==> config.mk <==
export PLATFORM = sky130hd
export DESIGN_NAME = random_range
export DESIGN_NICKNAME = d
export VERILOG_FILES = /design/src/rtl/random_range_pkg.sv /design/src/rtl/range_mask.sv /design/src/rtl/random_range.sv
export SDC_FILE = /design/constraint.sdc
export NUM_CORES = 1
export LEC_CHECK = 0
export CORE_MARGIN = 2
export CORE_UTILIZATION = 59
export DETAILED_ROUTE_END_ITERATION = 12
export PLACE_DENSITY = 0.95
export SLEW_MARGIN = 20
export SYNTH_ARGS = -nofsm -noshare
export SYNTH_HDL_FRONTEND = slang
export SYNTH_SLANG_ARGS = --single-unit
==> constraint.sdc <==
create_clock -name clk -period 8.2 [get_ports clk]
set_input_delay 1.23 -clock clk [delete_from_list [all_inputs] [get_ports clk]]
set_output_delay 1.23 -clock clk [all_outputs]
set_load 0.01 [all_outputs]
==> src/rtl/random_range_pkg.sv <==
// rtl/random_range_pkg.sv - shared types and constants for bounded random sampling
package random_range_pkg;

  localparam int WIDTH_DEFAULT = 16;

  typedef enum logic [1:0] {
    IDLE   = 2'd0,
    MASK   = 2'd1,
    SAMPLE = 2'd2,
    DONE   = 2'd3
  } state_e;

  // Try counter needs ceil(log2(n)) bits, kept at least 1 so MAX_TRIES=1 still synthesizes
  function automatic int try_width(input int n);
    int w;
    w = 0;
    while ((1 << w) < n) w++;
    return (w < 1) ? 1 : w;
  endfunction

endpackage

==> src/rtl/range_mask.sv <==
// rtl/range_mask.sv - combinational MSB smear: every bit at and below the top set bit
module range_mask
  import random_range_pkg::*;
#(
  parameter int WIDTH = WIDTH_DEFAULT
) (
  input  logic [WIDTH-1:0] in_val,
  output logic [WIDTH-1:0] mask
);

  always_comb begin
    mask = '0;
    mask[WIDTH-1] = in_val[WIDTH-1];
    for (int i = WIDTH - 2; i >= 0; i--) begin
      mask[i] = mask[i+1] | in_val[i];
    end
  end

endmodule

==> src/rtl/random_range.sv <==
// rtl/random_range.sv - rejection sampler turning a free-running LFSR into values in [0, bound)
module random_range
  import random_range_pkg::*;
#(
  parameter int WIDTH     = WIDTH_DEFAULT,
  parameter int MAX_TRIES = 8
) (
  input  logic             clk,
  input  logic             rst,
  input  logic [WIDTH-1:0] random,
  input  logic             req,
  input  logic [WIDTH-1:0] bound,
  output logic             ready,
  output logic             valid,
  output logic [WIDTH-1:0] value,
  input  logic             ack,
  output logic             fallback
);

  localparam int TW = try_width(MAX_TRIES);

  state_e           state_q, state_d;
  logic [WIDTH-1:0] bnd_q, bnd_d;
  logic [WIDTH-1:0] mask_q, mask_d;
  logic [TW-1:0]    try_q, try_d;
  logic [WIDTH-1:0] value_q, value_d;
  logic             valid_q, valid_d;
  logic             fallback_q, fallback_d;
  logic             ready_q, ready_d;

  logic [WIDTH-1:0] bnd_m1;
  logic [WIDTH-1:0] smear;
  logic [WIDTH-1:0] masked;
  logic             accept;
  logic             last_try;

  // bnd=0 wraps to all ones, which yields the full-range mask
  assign bnd_m1 = bnd_q - WIDTH'(1);

  range_mask #(.WIDTH(WIDTH)) u_range_mask (
    .in_val (bnd_m1),
    .mask   (smear)
  );

  assign masked   = random & mask_q;
  assign accept   = (bnd_q == '0) || (masked < bnd_q);
  assign last_try = (try_q == TW'(MAX_TRIES - 1));

  always_comb begin
    state_d    = state_q;
    bnd_d      = bnd_q;
    mask_d     = mask_q;
    try_d      = try_q;
    value_d    = value_q;
    valid_d    = valid_q;
    fallback_d = fallback_q;
    case (state_q)
      IDLE: begin
        if (req) begin
          bnd_d   = bound;
          state_d = MASK;
        end
      end
      MASK: begin
        mask_d  = smear;
        try_d   = '0;
        state_d = SAMPLE;
      end
      SAMPLE: begin
        if (accept) begin
          value_d    = masked;
          fallback_d = 1'b0;
          valid_d    = 1'b1;
          state_d    = DONE;
        end else if (last_try) begin
          // masked < 2*bnd here, so the difference still lands in range
          value_d    = masked - bnd_q;
          fallback_d = 1'b1;
          valid_d    = 1'b1;
          state_d    = DONE;
        end else begin
          try_d = try_q + TW'(1);
        end
      end
      DONE: begin
        if (ack) begin
          valid_d = 1'b0;
          state_d = IDLE;
        end
      end
      default: state_d = IDLE;
    endcase
    ready_d = (state_d == IDLE);
  end

  always_ff @(posedge clk or posedge rst) begin
    if (rst) begin
      state_q    <= IDLE;
      bnd_q      <= '0;
      mask_q     <= '0;
      try_q      <= '0;
      value_q    <= '0;
      valid_q    <= 1'b0;
      fallback_q <= 1'b0;
      ready_q    <= 1'b1;
    end else begin
      state_q    <= state_d;
      bnd_q      <= bnd_d;
      mask_q     <= mask_d;
      try_q      <= try_d;
      value_q    <= value_d;
      valid_q    <= valid_d;
      fallback_q <= fallback_d;
      ready_q    <= ready_d;
    end
  end

  assign ready    = ready_q;
  assign valid    = valid_q;
  assign value    = value_q;
  assign fallback = fallback_q;

endmodule

==> metrics.txt <==
global-route wire length before repair=around 16000 µm; synthesized instance count=~440; gr ovfl total=0; Async SR Flop Fraction=100%; share of cells above drive strength 1=4.33%; drt total wl=9570 µm; crit-path max cell delay=0.61 ns; # clock sinks=56; H-tree depth=2; final std cells w/o fill=560; met3 WL post-DR=560 µm; gr usage total=28.4%; dpl cells=552; Max-Cap Viols=0; Die Span Y=83.4 µm; Critical Path RT=8.41 ns; number of enable flip-flop cells after synthesis=0; clock root buffer=clkbuf_8; gp weighted congestion=0.959; Resized cells post-CTS=0; syn avg cell area=approximately 8.5 µm²; Syn Std Cell Area=3720 µm²; Post-CTS Hold Buffers=0; Worst Hold Path Cells=2; final hold viol count=0; Top FF cell, synth=dfrtp_1; post-synth top area cell=dfrtp_1; Worst Max-Slew Pin Slew=0.969 ns; Pre-antenna DRT Iters=5; Wirelength per Cell=17.1 µm; CP cell instances=clkdlybuf4s50_1 -> nand2_1 -> ha_1 -> fa_1 -> nor2b_1 -> o31a_1 -> o21ai_0 -> a21oi_2 -> and2_1 -> nor2_1 -> a221oi_1; Comb pwr share=63.0%; Worst R2R Path Depth=9; RSZ-0062 raised after global routing=false; area share of the largest cell type after synthesis=between 30% and 40%; Fillers=~460; Hold Crit Class=reg2reg; pre-CTS setup slack=3.74 ns; clk_lat worst skew=0.32 ns; top post-synthesis cells by area=dfrtp_1 (37%), ha_1 (6.4%), nor2_1 (5.4%), o21ai_0 (5.1%), nand2_1 (4.7%); Sw Ratio=48.0%; post-CTS setup buffer count=0; Slew headroom=34.8%; sequential group share of total power=approximately 29%; clock skew=0.00987 ns; initial antenna violation count=0; Pint=about 940 µW; CTS tree=done; Initial Utilization=61.8%; Final Cycle Share=50.4%; NumNets Final=540; IO buf count=54; vias in the first global route=roughly 3400; Synth warnings=0; antenna cells=0; critical path launch point type=input port; critical path class=in2reg; die width=between 80 and 90 µm; Top Metal Used=met4; sequential fraction of the synthesis area=37.7%; slowest CP cell=and2_1; synth unique cells=59; critical path endpoint category=register; core area=6030 µm²; DR WL met2=4690 µm; Sw Pwr=between 800 and 900 µW; hpwl dp=around 7400 µm; M1 WL=roughly 4000 µm; Critical Path AT=4.35 ns; # setup viols final=0; Clock Tree Buf Depth=2; DR iter-0 viols=385; Cell Pwr Density=412 nW/µm²; antenna-violating nets left=0; largest net degree at the start of global routing=57; Residual DRC=0; die area=around 7000 µm²; Syn Nets=495; Tot Pwr=between 1500 and 2000 µW; worst hold slack=around 0.5 ns; CTS buffer count=5; FP Rows=28; IO Pins=between 50 and 60; leak pwr=0.00174 µW; crit path max fanout=14; Final Max Slew Viols=0; Setup TNS=0 ns; Area Growth Syn to Fin=17.0%; flops & latches, synth=56; vias per cell=just over 6; FMAX=242 MHz; Reg clk slew, reported paths=0.10 ns; clock power share=under 10%; Worst VDD drop=~0.26 mV; status=complete, no violations; via count=3420; Final min period=4.14 ns; min setup slack post-route=4.06 ns
synthesized netlist by cell type, types with 8 or more instances:
| cell type | instances |
|---|---|
| a21oi_1 | 30 |
| and2_1 | 15 |
| clkbuf_1 | 9 |
| dfrtp_1 | 55 |
| ha_1 | 19 |
| inv_1 | 27 |
| mux2i_1 | 8 |
| nand2_1 | 47 |
| nor2_1 | 54 |
| nor3_1 | 13 |
| o21ai_0 | 38 |
| xnor2_1 | 15 |
cell usage in the layout (no fill, tap or decap), types with 4 or more instances in the layout:
master           synthesis  routed
ha_1                    19      19
nor2b_1                  6       5
dfrtp_1                 55      55
nand4_1                  5       5
o21a_1                   5       5
o21ai_0                 38      38
nor3_1                  13      13
and2_1                  15      14
mux2i_1                  8       8
nor2_1                  54      54
nand3_1                  6       6
o31ai_1                  4       4
inv_1                   27      26
nor4_1                   4       4
nand2_1                 47      47
a31oi_1                  4       4
nand2b_1                 4       4
a211oi_1                 4       4
a21o_1                   4       4
clkdlybuf4s50_1          0      54
xnor2_1                 15      15
clkbuf_8                 0       5
o31a_1                   4       4
a21oi_1                 30      30
worst max-delay path: cells and delay by family:
family | cells | cell delay [ns]
AO/OA/AOI/OAI | 4 | 1.03
AND/OR/NAND/NOR | 4 | 1.01
adder cells (fa/ha/maj) | 2 | 0.62
buffers and inverters | 1 | 0.45
cell families after synthesis:
family	after synthesis	share of synthesized area, %
AND/OR/NAND/NOR	170	22.5
XOR/XNOR	17	4.00
adder cells (fa/ha/maj)	20	6.92
AO/OA/AOI/OAI	124	21.4
multiplexers	9	2.45
flip-flops	56	37.7
buffers and inverters	43	5.07
final timing paths:
| path | endpoint | slack [ns] | startpoint |
|---|---|---|---|
| worst min-delay path | mask_q[13] | 0.50 | mask_q[13] |
| worst max register to register | value[7] | 4.93 | bnd_q[5] |
| worst max-delay path | value[7] | 4.06 | random[0] |
| min in group asynchronous | bnd_q[13] | 1.36 | rst |
| worst min register to register | mask_q[13] | 0.50 | mask_q[13] |
| max in group asynchronous | mask_q[1] | 6.36 | rst |
layer usage:
metal,up-vias,GRT usage [%]
met5,-,0
met4,0,12.2
met3,32,4.27
met2,135,47.6
met1,1599,36.6
li1,1654,-
flip-flops by register name, indices dropped and copies added, names as in the netlist:
name / cells
state_q: 2
mask_q: 16
valid: 1
fallback: 1
ready: 1
try_q: 3
value: 16
bnd_q: 16
layout make-up:
type	instances	area [µm²]	share of cell area (%)
inverter	27	104	2.38
sequential	56	1400	32.2
tap	75	93.8	2.15
clock inverter	1	5.00	0.115
timing repair buffer	54	541	12.4
multi-input combinational	340	2140	49.0
clock buffer	7	76.3	1.75
stage by stage:
step	util [%]	area, µm²
after floorplan	-	3720
after global placement	70.9	4270
after detailed placement	70.9	4270
after CTS	72.3	4350
after global routing	72.3	4360
final	72.3	4360
power by group through the flow:
stage / sequential (µW) / clock (µW) / combinational [µW]
after floorplan: 495 / 0 / 834
after global placement: 509 / 0 / 1080
after detailed placement: 517 / 0 / 1110
after CTS: 513 / 150 / 1120
after global routing: 530 / 160 / 1260
final: 514 / 150 / 1130
Note: power is estimated with default switching activity, not from simulation.
